--- config.mk ---
export PLATFORM = sky130hd
export DESIGN_NAME = mrd_rdx2345_sched
export DESIGN_NICKNAME = d
export VERILOG_FILES = /design/src/rtl/mrd_rdx2345_sched.sv
export SDC_FILE = /design/constraint.sdc
export NUM_CORES = 2
export LEC_CHECK = 0
export BUFFER_PORTS_ARGS = -buffer_cell sky130_fd_sc_hd__buf_4
export CAP_MARGIN = 20
export CORE_AREA = 2 2 244 246
export CTS_BUF_LIST = sky130_fd_sc_hd__clkbuf_8
export DETAILED_ROUTE_END_ITERATION = 6
export DIE_AREA = 0 0 246 248
export PLACE_DENSITY = 0.72
export SLEW_MARGIN = 15
export SYNTH_ARGS = -nofsm -noshare
export SYNTH_HDL_FRONTEND = slang
export SYNTH_SLANG_ARGS = --single-unit
--- constraint.sdc ---
create_clock -name clk -period 10.7 [get_ports clk]
set_clock_uncertainty 0.1 [all_clocks]
set_input_delay 1.07 -clock clk [delete_from_list [all_inputs] [get_ports clk]]
set_output_delay 1.07 -clock clk [all_outputs]
set_load 0.005 [all_outputs]
--- src/rtl/mrd_rdx2345_sched.sv ---
// Pass sequencer for the mixed-radix (2/3/4/5) butterfly datapath: validates the
// factor list, then issues one butterfly read descriptor per cycle for each pass.
module mrd_rdx2345_sched #(
    parameter int N_MAX     = 1200,
    parameter int DRAIN_CYC = 28,
    parameter int ADDR_LAT  = 2
) (
    input  logic            clk,
    input  logic            rst,
    input  logic            start,
    input  logic [10:0]     cfg_n,
    input  logic [2:0]      cfg_nstage,
    input  logic [0:4][2:0] cfg_factor,
    input  logic            hold,
    output logic            busy,
    output logic            done,
    output logic            err,
    output logic [2:0]      stage,
    output logic            rd_valid,
    output logic [2:0]      factor,
    output logic [10:0]     twdl_numrtr,
    output logic [10:0]     twdl_demontr,
    output logic [0:4][2:0] bank_index,
    output logic [0:4][7:0] bank_addr,
    output logic [2:0]      dbg_state
);

    typedef enum logic [2:0] {
        S_IDLE, S_CHECK, S_PREP, S_ISSUE, S_DRAIN, S_FIN
    } state_t;

    localparam int DW = 1 + 11 + 11 + 15 + 40;
    localparam int DCW = $clog2(DRAIN_CYC + 1);
    localparam logic [10:0] N_MAX_W = 11'(N_MAX);
    localparam logic [DCW-1:0] DRAIN_LAST = DCW'(DRAIN_CYC - 2);

    state_t state_q, state_d;
    logic [10:0] n_q, n_d;
    logic [2:0] nstage_q, nstage_d;
    logic [0:4][2:0] fac_q, fac_d;
    logic [2:0] stage_q, stage_d, factor_q, factor_d;
    logic [10:0] stride_q, stride_d, lmul_q, lmul_d;
    logic [10:0] j_q, j_d, gbase_q, gbase_d, elem_q, elem_d;
    logic [DCW-1:0] drain_q, drain_d;
    logic busy_q, busy_d, done_q, done_d, err_q, err_d;
    logic [ADDR_LAT-1:0][DW-1:0] pipe_q, pipe_d;

    logic [15:0] prod_c, lm_c, st_c;
    logic bad_fac_c, reject_c, issue_c;
    logic [2:0] nxt_stage_c, nxt_fac_c;
    logic [10:0] numrtr_c, demontr_c, elem_nxt_c;
    logic [10:0] lane_n_c [5];
    logic [0:4][2:0] lane_idx_c;
    logic [0:4][7:0] lane_addr_c;
    logic [DW-1:0] head_c;

    // Configuration products and lane address arithmetic.
    always_comb begin
        prod_c = 16'd1;
        lm_c = 16'd1;
        st_c = 16'd1;
        bad_fac_c = 1'b0;
        for (int i = 0; i < 5; i++) begin
            if (3'(i) < nstage_q) begin
                prod_c = 16'(prod_c * 16'(fac_q[i]));
                if (fac_q[i] < 3'd2 || fac_q[i] > 3'd5) bad_fac_c = 1'b1;
                if (3'(i) < stage_q) lm_c = 16'(lm_c * 16'(fac_q[i]));
                else if (3'(i) > stage_q) st_c = 16'(st_c * 16'(fac_q[i]));
            end
        end
        reject_c = (nstage_q == 3'd0) || (nstage_q > 3'd5) || bad_fac_c ||
                   (n_q > N_MAX_W) || (prod_c != 16'(n_q));
        nxt_stage_c = stage_q + 3'd1;
        nxt_fac_c = 3'd0;
        for (int i = 0; i < 5; i++) begin
            if (3'(i) == nxt_stage_c) nxt_fac_c = fac_q[i];
        end
        numrtr_c = 11'(j_q * lmul_q);
        demontr_c = 11'(stride_q * 11'(factor_q));
        elem_nxt_c = elem_q + 11'(factor_q);
        // Divide by 5 as multiply by 13108 and shift by 16: exact for n < 1200.
        for (int m = 0; m < 5; m++) begin
            lane_n_c[m] = gbase_q + j_q + 11'(m) * stride_q;
            lane_addr_c[m] = 8'd0;
            lane_idx_c[m] = 3'd0;
            if (3'(m) < factor_q) begin
                lane_addr_c[m] = 8'((24'(lane_n_c[m]) * 24'd13108) >> 16);
                lane_idx_c[m] = 3'(lane_n_c[m] - 11'(lane_addr_c[m]) * 11'd5);
            end
        end
    end

    // Next-state logic for the pass sequencer.
    always_comb begin
        state_d = state_q;
        n_d = n_q;
        nstage_d = nstage_q;
        fac_d = fac_q;
        stage_d = stage_q;
        factor_d = factor_q;
        stride_d = stride_q;
        lmul_d = lmul_q;
        j_d = j_q;
        gbase_d = gbase_q;
        elem_d = elem_q;
        drain_d = drain_q;
        err_d = 1'b0;
        issue_c = 1'b0;
        case (state_q)
            S_IDLE: begin
                if (start) begin
                    n_d = cfg_n;
                    nstage_d = cfg_nstage;
                    fac_d = cfg_factor;
                    state_d = S_CHECK;
                end
            end
            S_CHECK: begin
                if (reject_c) begin
                    err_d = 1'b1;
                    state_d = S_FIN;
                end else begin
                    stage_d = 3'd0;
                    factor_d = fac_q[0];
                    state_d = S_PREP;
                end
            end
            S_PREP: begin
                stride_d = 11'(st_c);
                lmul_d = 11'(lm_c);
                j_d = 11'd0;
                gbase_d = 11'd0;
                elem_d = 11'd0;
                state_d = S_ISSUE;
            end
            S_ISSUE: begin
                if (!hold) begin
                    issue_c = 1'b1;
                    if (j_q + 11'd1 == stride_q) begin
                        j_d = 11'd0;
                        gbase_d = gbase_q + demontr_c;
                    end else begin
                        j_d = j_q + 11'd1;
                    end
                    elem_d = elem_nxt_c;
                    if (elem_nxt_c == n_q) begin
                        drain_d = '0;
                        state_d = S_DRAIN;
                    end
                end
            end
            S_DRAIN: begin
                // PREP supplies the last idle cycle before the next pass issues.
                if (drain_q == DRAIN_LAST) begin
                    if (nxt_stage_c == nstage_q) begin
                        state_d = S_FIN;
                    end else begin
                        stage_d = nxt_stage_c;
                        factor_d = nxt_fac_c;
                        state_d = S_PREP;
                    end
                end else begin
                    drain_d = drain_q + 1'b1;
                end
            end
            S_FIN: state_d = S_IDLE;
            default: state_d = S_IDLE;
        endcase
        busy_d = (state_d != S_IDLE) && (state_d != S_FIN);
        done_d = (state_d == S_FIN);
        head_c = issue_c ? {1'b1, numrtr_c, demontr_c, lane_idx_c, lane_addr_c} : '0;
        pipe_d = '0;
        pipe_d[0] = head_c;
        for (int i = 1; i < ADDR_LAT; i++) pipe_d[i] = pipe_q[i-1];
    end

    always_ff @(posedge clk) begin
        if (rst) begin
            state_q <= S_IDLE;
            n_q <= '0;
            nstage_q <= '0;
            fac_q <= '0;
            stage_q <= '0;
            factor_q <= '0;
            stride_q <= '0;
            lmul_q <= '0;
            j_q <= '0;
            gbase_q <= '0;
            elem_q <= '0;
            drain_q <= '0;
            busy_q <= 1'b0;
            done_q <= 1'b0;
            err_q <= 1'b0;
            pipe_q <= '0;
        end else begin
            state_q <= state_d;
            n_q <= n_d;
            nstage_q <= nstage_d;
            fac_q <= fac_d;
            stage_q <= stage_d;
            factor_q <= factor_d;
            stride_q <= stride_d;
            lmul_q <= lmul_d;
            j_q <= j_d;
            gbase_q <= gbase_d;
            elem_q <= elem_d;
            drain_q <= drain_d;
            busy_q <= busy_d;
            done_q <= done_d;
            err_q <= err_d;
            pipe_q <= pipe_d;
        end
    end

    assign busy = busy_q;
    assign done = done_q;
    assign err = err_q;
    assign stage = stage_q;
    assign factor = factor_q;
    assign dbg_state = state_q;
    assign {rd_valid, twdl_numrtr, twdl_demontr, bank_index, bank_addr} = pipe_q[ADDR_LAT-1];

endmodule

==> impl_metrics.toml <==
[outcome]
status = "finished clean"

[yosys]
synthTopCellsByArea = "ha_1 (21%), fa_1 (18%), dfxtp_1 (16%)"
async_reset_ff_share_pct = 0
synth_enable_flop_cells = 0
ys_seq_area_share_pct = 16.2
synth_ff_type = "dfxtp_1"
syn_area_um2 = 31800
yosysUniqueCellTypes = 87
synth-seq-cells = 257
synth_area_per_cell_um2 = 8.51
synth_top_area_share_pct = 20.6
synth_largest_area_cell = "ha_1"
netlist_top_cells_count = "inv_1 (563), ha_1 (525), nand2_1 (406)"
synth.most_common_cell = "inv_1"
yosys_warnings = 0
synthesis.instances = 3742
synth_fp_nets = 4589

[cts]
hold_buffers = 0
htree_levels = 2
cts_sinks = 257
cts_buffer_depth = 3
cts_root_buf = "clkbuf_8"
cts_buffers = 45
clkTransAtPathRegs_ps = 60
worstSkewPairLatency_ps = 640
cts_tree = "built"

[floorplan]
fp-row-count = 89
die_h_um = 248
io_pins = 123
dieWidth_um = 246
initial_core_util_pct = 54.4
die-area_um2 = 61000
core_area_um2 = 58500

[finish]
layout-drive-gt1-share_pct = 7.37
area_growth_syn_to_layout_pct = 8.48
num-fill-cells = 5290
final_nets = 4664
final_util_pct = 59.1

[setup_path]
arrival_ps = 10370
end_kind = "flip-flop"
worstSetupStartpointType = "flip-flop"
reg2reg_slack_ps = 730
cp_slowest_stage_delay_ps = 670
worst-path-buf-inv = 2
cpMostUsedCell = "fa_1"
path_class = "reg2reg"
required_ps = 11110
worst-path-max-fanout = 9
cpLargestDelayFamily = "adder cells"
critPathSlowestCell = "or4_1"

[drt]
ant_nets = 0
drcViolationCount = 0
firstDrtPassIters = 5
via_per_inst = 5.43
wl_mm = 73.3
avgRoutedWirePerCell_um = 15.8
drt_iter0_markers = 1324
vias = 25100

[sta]
layout_min_cycle_time_ps = 9970
finalCritPeriodShare_pct = 93.1
worst_slew_margin_rel_pct = 34.4
setup_violations = 0
maxClockFrequency_mhz = 100
rsz0062_at_grt = "no"
final.setup.tns_ps = 0
hold_violations = 0
maxSlewViolCount = 0
worst_pin_slew_ps = 983

[power]
p_total_mw = 2.26
ir_drop_mv = 0.0976
leakagePower_nw = 18.1
p_per_area_nw_per_um2 = 65.5

[global_route]
grt_max_degree = 72
overflow = 0
grt_pass1_wl_mm = 122
grt_usage_pct = 24.5
antenna_found_initial = 2
grt_pass1_vias = 25000

[min_path]
hold_class = "reg2reg"

[place]
portBuffers = 122
gp_congestion = 0.936
dp_hpwl_mm = 59.0

[flow_run]
cap_violations = 0
==> metrics by stage <==
step	area [um^2]	cells	setup slack [ps]	hold WS, ps
after detailed placement	33500	4543	671	320
after global placement	33500	4542	832	318
after floorplan	31800	3742	1240	314
after CTS	34500	4624	637	332
after global routing	34500	4625	11.3	349
final	34500	4625	733	330
==> worst paths after layout <==
path	cells past startpoint	start	to
worst min register to register	1	pipe_d[104]$_SDFF_PP0_	bank_addr[26]$_SDFF_PP0_
worst max-delay path	36	nstage_q[2]$_SDFFE_PP0P_	stage[0]$_SDFFE_PP0P_
worst min-delay path	1	pipe_d[104]$_SDFF_PP0_	bank_addr[26]$_SDFF_PP0_
worst max register to register	36	nstage_q[2]$_SDFFE_PP0P_	stage[0]$_SDFFE_PP0P_
==> routing by layer <==
layer | wire length [um] | up-vias | global-route usage (%)
li1 | - | 12500 | -
met5 | 0 | - | 0
met2 | 36100 | 491 | 44.1
met4 | 1930 | 0 | 7.06
met3 | 2990 | 109 | 2.80
met1 | 32300 | 12100 | 30.9
==> cells by family after synthesis <==
group           after synthesis  synth area share (%)
mux                          22                 0.767
fa+ha+maj                   814                  38.8
flops                       257                  16.2
simple gates               1114                  16.9
compound gates              588                  11.9
buf+inv                     699                  8.39
xor+xnor                    248                  7.04
==> area by class of cell <==
type	instances	area, um^2	share of cell area (%)
clock buffers	52	716	2.07
multi-input cells	2786	24000	69.6
diodes	1	2.50	0.00725
well taps	773	967	2.80
inverters	565	2120	6.14
clock inverters	29	319	0.924
flip-flops and latches	257	5150	14.9
repair buffers	162	1230	3.55
==> worst reg2reg max path, delay by kind of cell (launching register included) <==
| kind | cells | cell delay [ps] |
|---|---|---|
| simple gates | 13 | 3000 |
| compound gates | 10 | 2180 |
| fa+ha+maj | 9 | 3800 |
| flops | 1 | 320 |
| mux | 1 | 190 |
| buf+inv | 2 | 100 |
| xor+xnor | 1 | 160 |
==> where the power goes <==
part,internal (mW),total (mW),switching [mW]
clock network,0.615,1.06,0.441
registers,0.968,0.997,0.0291
logic,0.0737,0.207,0.134
==> state kept, by name (all words and copies together), names as in the netlist, 15 cells and up <==
register,flops
fac_q,15
bank_index,15
bank_addr,40
pipe_d,78
==> timing repair <==
item / CTS / global route
setup buffers: 0 / 0
gates resized for setup: 0 / 3
endpoints found under the setup margin: 0 / 9
==> cell usage in the layout (no fill, tap or decap), drive strengths merged, types with 13 or more instances in the layout <==
cell | synthesis | layout
nor2 | 218 | 218
nor4 | 20 | 20
o21bai | 41 | 41
xor2 | 66 | 66
ha | 525 | 525
a31oi | 14 | 14
a21o | 52 | 52
and2 | 85 | 85
nand2 | 406 | 406
nor2b | 111 | 111
buf | 21 | 162
a22oi | 20 | 20
fa | 289 | 289
a21oi | 190 | 190
nand4 | 16 | 16
nor3 | 72 | 72
dfxtp | 257 | 257
o211ai | 13 | 13
or3 | 18 | 18
nand3 | 49 | 49
mux2 | 13 | 13
a211oi | 33 | 33
nand2b | 22 | 22
or2 | 18 | 18
o21ai | 114 | 114
xnor2 | 177 | 177
inv | 563 | 579
o21a | 16 | 16
and3 | 22 | 22
clkbuf | 113 | 52
Power figures use the tool's default switching activity.
